===== src/rtl/one_hot_pkg.sv =====
// Shared types and helpers for the one-hot ring counter monitor.
// Optional err_count output is enabled by defining ONE_HOT_MON_ERRCNT_EN.
package one_hot_pkg;

   localparam int ONE_HOT_WIDTH = 8;
   // Helpers operate on a fixed-size carrier; the active width is passed in (must be < 64).
   localparam int ONE_HOT_MAX_W = 64;

   typedef enum logic [1:0] {
      UNLOCKED = 2'd0,
      SYNC     = 2'd1,
      LOCKED   = 2'd2
   } mon_state_t;

   function automatic logic [ONE_HOT_MAX_W-1:0] rotl(input logic [ONE_HOT_MAX_W-1:0] v,
                                                     input int w);
      logic [ONE_HOT_MAX_W-1:0] r;
      r = '0;
      for (int i = 0; i < ONE_HOT_MAX_W; i++) begin
         if (i < w) r[(i + 1) % w] = v[i];
      end
      return r;
   endfunction

   function automatic logic is_one_hot(input logic [ONE_HOT_MAX_W-1:0] v, input int w);
      int cnt;
      cnt = 0;
      for (int i = 0; i < ONE_HOT_MAX_W; i++) begin
         if (i < w && v[i]) cnt++;
      end
      return (cnt == 1);
   endfunction

endpackage


===== src/rtl/onehot_to_bin.sv =====
// Combinational one-hot to binary index decoder with a legal (exactly-one-bit) flag.
// Index is only meaningful when legal is high.
module onehot_to_bin
   import one_hot_pkg::*;
#(
   parameter int WIDTH = ONE_HOT_WIDTH,
   localparam int IW   = $clog2(WIDTH)
) (
   input  logic [WIDTH-1:0] onehot,
   output logic [IW-1:0]    index,
   output logic             legal
);

   always_comb begin
      index = '0;
      for (int i = 0; i < WIDTH; i++) begin
         if (onehot[i]) index = index | IW'(i);
      end
      legal = is_one_hot(ONE_HOT_MAX_W'(onehot), WIDTH);
   end

endmodule


===== src/rtl/one_hot_monitor.sv =====
// Receive-side checker for a left-rotating one-hot ring counter stream.
// Define ONE_HOT_MON_ERRCNT_EN to add the saturating err_count output.
//
// state    | meaning
// UNLOCKED | no legal sample seen yet, or sequence lost
// SYNC     | collecting consecutive in-sequence samples
// LOCKED   | tracking rotation; breaks pulse err, wraps count laps
module one_hot_monitor
   import one_hot_pkg::*;
#(
   parameter int WIDTH    = ONE_HOT_WIDTH,
   parameter int LAP_W    = 16,
   parameter int RESYNC_N = 2,
   localparam int IW      = $clog2(WIDTH)
) (
   input  logic             clock,
   input  logic             reset,
   input  logic             enable,
   input  logic [WIDTH-1:0] in_onehot,
   output logic [IW-1:0]    index,
   output logic             valid,
   output logic             locked,
   output logic             err,
   output logic [LAP_W-1:0] lap_count
`ifdef ONE_HOT_MON_ERRCNT_EN
   ,
   output logic [7:0]       err_count
`endif
);

   localparam int SW = $clog2(RESYNC_N + 1);

   mon_state_t                        state, state_nxt;
   logic [SW-1:0]                     sync_cnt, sync_nxt;
   logic [WIDTH-1:0]                  expected, expected_nxt;
   logic [IW-1:0]                     dec_index;
   logic                              dec_legal;
   logic [WIDTH-1:0]                  rot_in;
   logic [ONE_HOT_MAX_W-WIDTH-1:0]    rot_unused;
   logic                              in_seq;
   logic                              err_nxt;
   logic                              lap_inc;

   onehot_to_bin #(.WIDTH(WIDTH)) u_dec (
      .onehot (in_onehot),
      .index  (dec_index),
      .legal  (dec_legal)
   );

   assign {rot_unused, rot_in} = rotl(ONE_HOT_MAX_W'(in_onehot), WIDTH);
   assign in_seq               = (in_onehot == expected);
   assign locked               = (state == LOCKED);

   always_ff @(posedge clock or posedge reset) begin
      if (reset) begin
         state    <= UNLOCKED;
         sync_cnt <= '0;
         expected <= '0;
      end else begin
         state    <= state_nxt;
         sync_cnt <= sync_nxt;
         expected <= expected_nxt;
      end
   end

   always_comb begin
      state_nxt    = state;
      sync_nxt     = sync_cnt;
      expected_nxt = expected;
      if (enable) begin
         case (state)
            UNLOCKED: begin
               if (dec_legal) begin
                  sync_nxt     = SW'(1);
                  expected_nxt = rot_in;
                  state_nxt    = (RESYNC_N <= 1) ? LOCKED : SYNC;
               end
            end
            SYNC: begin
               if (!dec_legal) begin
                  sync_nxt  = '0;
                  state_nxt = UNLOCKED;
               end else if (in_seq) begin
                  sync_nxt     = sync_cnt + SW'(1);
                  expected_nxt = rot_in;
                  if (int'(sync_cnt) + 1 >= RESYNC_N) state_nxt = LOCKED;
               end else begin
                  // Legal but out of order: restart the run from this sample.
                  sync_nxt     = SW'(1);
                  expected_nxt = rot_in;
               end
            end
            LOCKED: begin
               if (in_seq) begin
                  expected_nxt = rot_in;
               end else begin
                  sync_nxt  = '0;
                  state_nxt = UNLOCKED;
               end
            end
            default: state_nxt = UNLOCKED;
         endcase
      end
   end

   always_comb begin
      err_nxt = enable && (state == LOCKED) && !in_seq;
      lap_inc = enable && (state == LOCKED) && in_seq && (in_onehot == WIDTH'(1));
   end

   always_ff @(posedge clock or posedge reset) begin
      if (reset) begin
         index     <= '0;
         valid     <= 1'b0;
         err       <= 1'b0;
         lap_count <= '0;
      end else begin
         err <= err_nxt;
         if (enable) begin
            valid <= dec_legal;
            if (dec_legal) index <= dec_index;
         end
         if (lap_inc) lap_count <= lap_count + LAP_W'(1);
      end
   end

`ifdef ONE_HOT_MON_ERRCNT_EN
   always_ff @(posedge clock or posedge reset) begin
      if (reset) begin
         err_count <= '0;
      end else if (err_nxt && err_count != 8'hFF) begin
         err_count <= err_count + 8'd1;
      end
   end
`endif

endmodule


===== config.mk =====
export PLATFORM = sky130hd
export DESIGN_NAME = one_hot_monitor
export DESIGN_NICKNAME = d
export VERILOG_FILES = /design/src/rtl/one_hot_pkg.sv /design/src/rtl/onehot_to_bin.sv /design/src/rtl/one_hot_monitor.sv
export SDC_FILE = /design/constraint.sdc
export NUM_CORES = 1
export LEC_CHECK = 0
export CAP_MARGIN = 20
export CORE_MARGIN = 1
export CORE_UTILIZATION = 40
export DETAILED_ROUTE_END_ITERATION = 16
export SLEW_MARGIN = 5
export SYNTH_ARGS = -nofsm -noshare
export SYNTH_HDL_FRONTEND = slang
export SYNTH_SLANG_ARGS = --single-unit

===== constraint.sdc =====
create_clock -name clock -period 3.15 [get_ports clock]
set_clock_uncertainty 0.2 [all_clocks]
set_input_delay 0.63 -clock clock [delete_from_list [all_inputs] [get_ports clock]]
set_output_delay 0.63 -clock clock [all_outputs]
set_load 0.1 [all_outputs]

---- After elaboration in Yosys (flattened, before gate mapping) ----
Index checks and enable logic that the tools add are counted.
storage, ports and cells
  flip-flop bits (word level) ............. 33
  word-level logic and storage cells ...... 69
  output and inout bits ................... 22
  bits of input ports ..................... 11
cells by class
  equal/unequal tests ..................... 11
  $lt $le $gt $ge ......................... 1
  add/sub/neg operators ................... 10
  multiplexer cells ....................... 27
  reductions and logical operators ........ 13
operator list
  kind                   count
  $add 32x2->32 const B  7
  $mux 32                7
  $eq 32x2->1 const B    1
  $mux 2                 9
  $add 16x1->16 const B  1
  $mux 8                 2
  $pmux 8 s2             1
  $mux 3                 4
  $pmux 2 s3             2
  $eq 8x1->1 const B     1
  $eq 8x8->1             1
  $reduce_and 4->1       2
  $ne 3x3->1 const B     2
  $reduce_and 5->1       1
  $logic_and 1x1->1      4
  $ne 2x1->1 const B     2
  $ne 2x2->1 const B     2
  $add 2x1->3 const B    1
  $ge 3x2->1 const B     1
  $reduce_bool 3->1      1
  $add 2x1->2 const B    1
  $eq 2x1->1 const B     1
  $eq 2x2->1 const B     1
  $logic_not 2->1        1
  5 further kinds        6

---- Logic depth before layout (Yosys ltp) ----
  depth in word-level cells ............... 18
  mapped depth ............................ 24
  mapped depth without buffers ............ 24

---- Modules after synthesis ----
A second synthesis with hierarchy kept.
unflattened totals
  cells, all modules ...................... 211
  area, all modules ....................... 2,197.1 µm²
by module, submodules not included
  module           sequential area each (µm²)  area an instance (µm²)  times used  cells each
  one_hot_monitor  825.8                       1,627.8                 1           134
  onehot_to_bin    0.0                         569.3                   1           77

---- Worst setup path after synthesis ----
Ideal clock, no wire load.
  path kind ............................... in2reg
  start ................................... in in_onehot[0]
  end ..................................... reg expected[0]
  path slack .............................. -2,290 ps
  stages .................................. 22
  buffers on the path ..................... 0
  setup time .............................. 125 ps
  required time ........................... 2,825 ps
  arrival ................................. 5,115 ps
  cell sequence ........................... ha_1 -> nor2b_1 -> or2_2 -> ha_1 -> nor2b_1 -> nor2_1 -> ha_1 -> nand2_1 -> o31a_1 -> inv_1 -> ha_1 -> nand2_1 -> o21a_1 -> o21ai_0 -> ha_1 -> mux2_2 -> ha_1 -> or4b_1 -> nand4_2 -> nand4_4 -> o22ai_4 -> mux2_4
between the ends
  cells in the longest elaborated chain, start to end .. 18
  elaborated cells between the ends (all ways) .. 20
  classes of those cells .................. add/sub: 7; eq/ne: 4; mux: 8; reduce/logical: 1
RTL lines
  item                                 line                   source
  from (decl)                          one_hot_monitor.sv:19  input logic [WIDTH-1:0] in_onehot,
  $mux 1                               one_hot_pkg.sv:29      if (i < w && v[i]) cnt++;
  $add 32x2->32                        one_hot_pkg.sv:29
  $mux 32                              one_hot_pkg.sv:29
  $add 32x2->32                        one_hot_pkg.sv:29
  $mux 32                              one_hot_pkg.sv:29
  $add 32x2->32                        one_hot_pkg.sv:29
  $mux 32                              one_hot_pkg.sv:29
  $add 32x2->32                        one_hot_pkg.sv:29
  (+2 left out)                        -
  $mux 32                              one_hot_pkg.sv:29
  $add 32x2->32                        one_hot_pkg.sv:29
  $mux 32                              one_hot_pkg.sv:29
  $add 32x2->32                        one_hot_pkg.sv:29
  $mux 32                              one_hot_pkg.sv:29
  $eq 32x2->1                          one_hot_pkg.sv:31      return (cnt == 1);
  $ne 2x1->1 (no source line)          -
  $reduce_and 4->1 (no source line) *  -
  to (signal assigned)                 one_hot_monitor.sv:62  expected <= expected_nxt;
  to (decl)                            one_hot_monitor.sv:35  logic [WIDTH-1:0] expected, expected_nxt;
Mark *: on every way between the ends. The rest lies on a longest branch, timed or not.
A chain may end at the register's enable or synchronous reset.

---- Worst setup path after layout ----
  start ................................... in in_onehot[1]
  end ..................................... reg expected[3]
between the ends
  cells in the longest elaborated chain, start to end .. 16
  elaborated cells between the ends (all ways) .. 18
  classes of those cells .................. add/sub: 6; eq/ne: 4; mux: 7; reduce/logical: 1
RTL lines
  item                                 line
  $mux 32                              one_hot_pkg.sv:29
  $add 32x2->32                        one_hot_pkg.sv:29
  $mux 32                              one_hot_pkg.sv:29
  $add 32x2->32                        one_hot_pkg.sv:29
  $mux 32                              one_hot_pkg.sv:29
  $add 32x2->32                        one_hot_pkg.sv:29
  $mux 32                              one_hot_pkg.sv:29
  $add 32x2->32                        one_hot_pkg.sv:29
  $mux 32                              one_hot_pkg.sv:29
  $add 32x2->32                        one_hot_pkg.sv:29
  $mux 32                              one_hot_pkg.sv:29
  $add 32x2->32                        one_hot_pkg.sv:29
  $mux 32                              one_hot_pkg.sv:29
  $eq 32x2->1                          one_hot_pkg.sv:31
  $ne 2x1->1 (no source line)          -
  $reduce_and 4->1 (no source line) *  -
Marks and branches as above.

==> out/metrics.yaml <==
grtUsageTotal_pct: 17.6
n_antenna_cell: 0
ys.flop_type: "dfrtp_1"
synth_common_cells: "dfrtp_1, xnor2_1, nand2_1"
holdCritPathClass: "register to register"
grt_overflow: 0
grt_max_degree: 34
syn_area_mm2: 0.00218
route.detailed.drc: 0
worst_pin_slew_ns: 0.450
clk_pin_slew_ns: 0.07
io_pins: 33
synthCells: 201
drt-total-wl_mm: 4.62
hold_start: "valid"
dpl_worst_slack_ns: -2.74
synth-edff-count: 0
design_area_mm2: 0.00315
synth_cell_types: 48
synth.net_count: 222
antenna_found_initial: 0
synthArstFlopShare_pct: 100
dieArea_mm2: 0.00575
nFillCells: 437
yosysTopAreaCell: "dfrtp_1"
fp.dieW_um: 75.8
yosysMostFrequentCell: "dfrtp_1"
gp_congestion: 0.826
vias_per_cell: 4.81
setup_viol: 16
min_period_over_period_pct: 156
place_area_mm2: 0.00283
yosysSeqAreaShare_pct: 37.9
leakage_nw: 1.40
cap_violations: 0
area_delta_synth_final_pct: 44.4
crit_fanout: 8
drive_gt1_share_pct: 45.4
detail-route-antenna-nets: 0
critPathLaunchType: "primary input"
first_pass_iters: 4
cts_root_buf: "clkbuf_8"
peakVddDrop_mv: 0.311
worstSkewPairLatency_ns: 0.28
critPathCaptureType: "register"
start_util_pct: 42.1
status: "finished with violations"
rsz0062_at_grt: "true"
ys_ff_latch: 33
criticalPathCategory: "primary input to register"
cp.required_ns: 3.11
cts.hold.buffers_added: 0
fin_ws_ns: -1.76
vias: 1692
htreeDepth: 2
violations: "negative setup slack"
r2r-start: "expected[2]"
grt_pass1_wl_mm: 7.68
cts_buffers: 5
core_mm2: 0.00517
fp.dieH_um: 75.8
yosysTopAreaCellShare_pct: 37.9
synth.avg_cell_area_um2: 10.8
routedWlPerCell_um: 13.1
fmax_mhz: 204
portBuffers: 32
yosysWarnings: 0
dp_hpwl_mm: 3.43
dr.first_iter.drc_count: 68
cts_tree: "yes"
power_density_mw_per_mm2: 609
period_minus_slack_ns: 4.91
synth_area_leaders: "dfrtp_1, xnor2_1, ha_1"
num_rows: 26
maxSlewViolCount: 0
cts.sinks: 33
startpoint: "in_onehot[1]"
max-clock-path-buffers: 2
nNetsFinal: 302
finalHoldViolCount: 0
grt_pass1_vias: 1674
relSlewSlack_pct: 69.8
arrival_ns: 4.87
layout make-up:
| class | instances | area (um^2) | share of cell area (%) |
|---|---|---|---|
| Inverter | 12 | 47.5 | 1.51 |
| Sequential cell | 33 | 826 | 26.2 |
| Tap cell | 70 | 87.6 | 2.78 |
| Timing Repair Buffer | 79 | 639 | 20.3 |
| Clock buffer | 6 | 82.6 | 2.62 |
| Clock inverter | 2 | 37.5 | 1.19 |
| Multi-Input combinational cell | 150 | 1430 | 45.3 |
path summary, 6_finish.rpt:
kind	to	slack [ns]	cells past startpoint
worst min-delay path	valid	0.28	1
worst max-delay path	expected[3]	-1.76	24
min in group asynchronous	lap_count[8]	0.53	3
worst max register to register	expected[3]	1.12	8
worst min register to register	valid	0.28	1
max in group asynchronous	err	1.90	3
logic make-up (layout without fill, tap and decap cells):
| logic type | count (synthesis) | in the layout | synth area share [%] |
|---|---|---|---|
| adder cells (fa/ha/maj) | 10 | 10 | 5.74 |
| flip-flops | 33 | 33 | 37.9 |
| XOR/XNOR | 37 | 37 | 16.8 |
| AO/OA/AOI/OAI | 16 | 16 | 6.43 |
| buffers and inverters | 18 | 99 | 5.45 |
| AND/OR/NAND/NOR | 72 | 72 | 18.5 |
| multiplexers | 15 | 15 | 9.13 |
layout by cell type, fill, tap and decap left out, types with 4 or more instances in the layout:
cell type | synthesis | final
clkbuf_8 | 4 | 6
ha_1 | 10 | 4
ha_4 | 0 | 6
mux2_4 | 8 | 11
xor2_1 | 7 | 6
nand3_1 | 12 | 11
dfrtp_1 | 33 | 33
xnor2_1 | 27 | 27
nand2_1 | 19 | 17
inv_1 | 12 | 9
clkdlybuf4s50_1 | 0 | 7
nand4_1 | 5 | 5
nor2_1 | 11 | 9
buf_4 | 1 | 66
stage by stage:
stage | total power, mW | hold WS [ns] | TNS [ns] | utilization (%) | cells
floorplan | 1.18 | 0.267 | -30.67 | - | 201
global placement | 1.38 | 0.264 | -41.91 | 54.7 | 334
detailed placement | 1.39 | 0.273 | -42.77 | 54.7 | 334
CTS | 1.90 | 0.288 | -26.83 | 59.4 | 348
global route | 2.02 | 0.309 | -28.68 | 60.8 | 352
finish | 1.92 | 0.280 | -26.72 | 60.8 | 352
sequential cells by signal (all words and copies together), names as in the netlist:
name	cells
lap_count	16
expected	8
index	3
state	2
sync_cnt	2
err	1
valid	1
report_power, final:
| group | switching (mW) | internal [mW] | total (mW) |
|---|---|---|---|
| sequential | 0.0609 | 0.510 | 0.571 |
| clock | 0.159 | 0.257 | 0.416 |
| combinational | 0.469 | 0.462 | 0.931 |
critical path: stages:
cell,delay (ns)
buf_8,0.11
ha_4,0.15
nor2b_4,0.12
or2_4,0.23
ha_4,0.23
nor2b_4,0.14
nor2_4,0.05
ha_4,0.28
nand2_2,0.05
buf_4,0.13
buf_4,0.12
buf_4,0.12
buf_4,0.12
o21a_1,0.18
o21ai_2,0.07
ha_1,0.26
mux2_4,0.28
ha_4,0.24
or4b_4,0.49
nand4_4,0.13
nand4_4,0.10
o22ai_4,0.20
buf_12,0.16
mux2_4,0.30
routing by layer:
metal / up-vias / share of wire, % / GRT usage (%)
li1: 862 / - / -
met1: 797 / 49 / 24.8
met2: 29 / 47 / 26.5
met3: 4 / 2.5 / 3.70
met4: 0 / 1.0 / 6.79
met5: - / 0 / 0
timing repair:
action / 4_1_cts / 5_1_grt
resized for setup: 33 / 10
gates cloned: 0 / 0
endpoints found under the setup margin: 16 / 16
setup buffers: 6 / 4
pin swaps: 14 / 3
(Power assumes the default switching activity.)
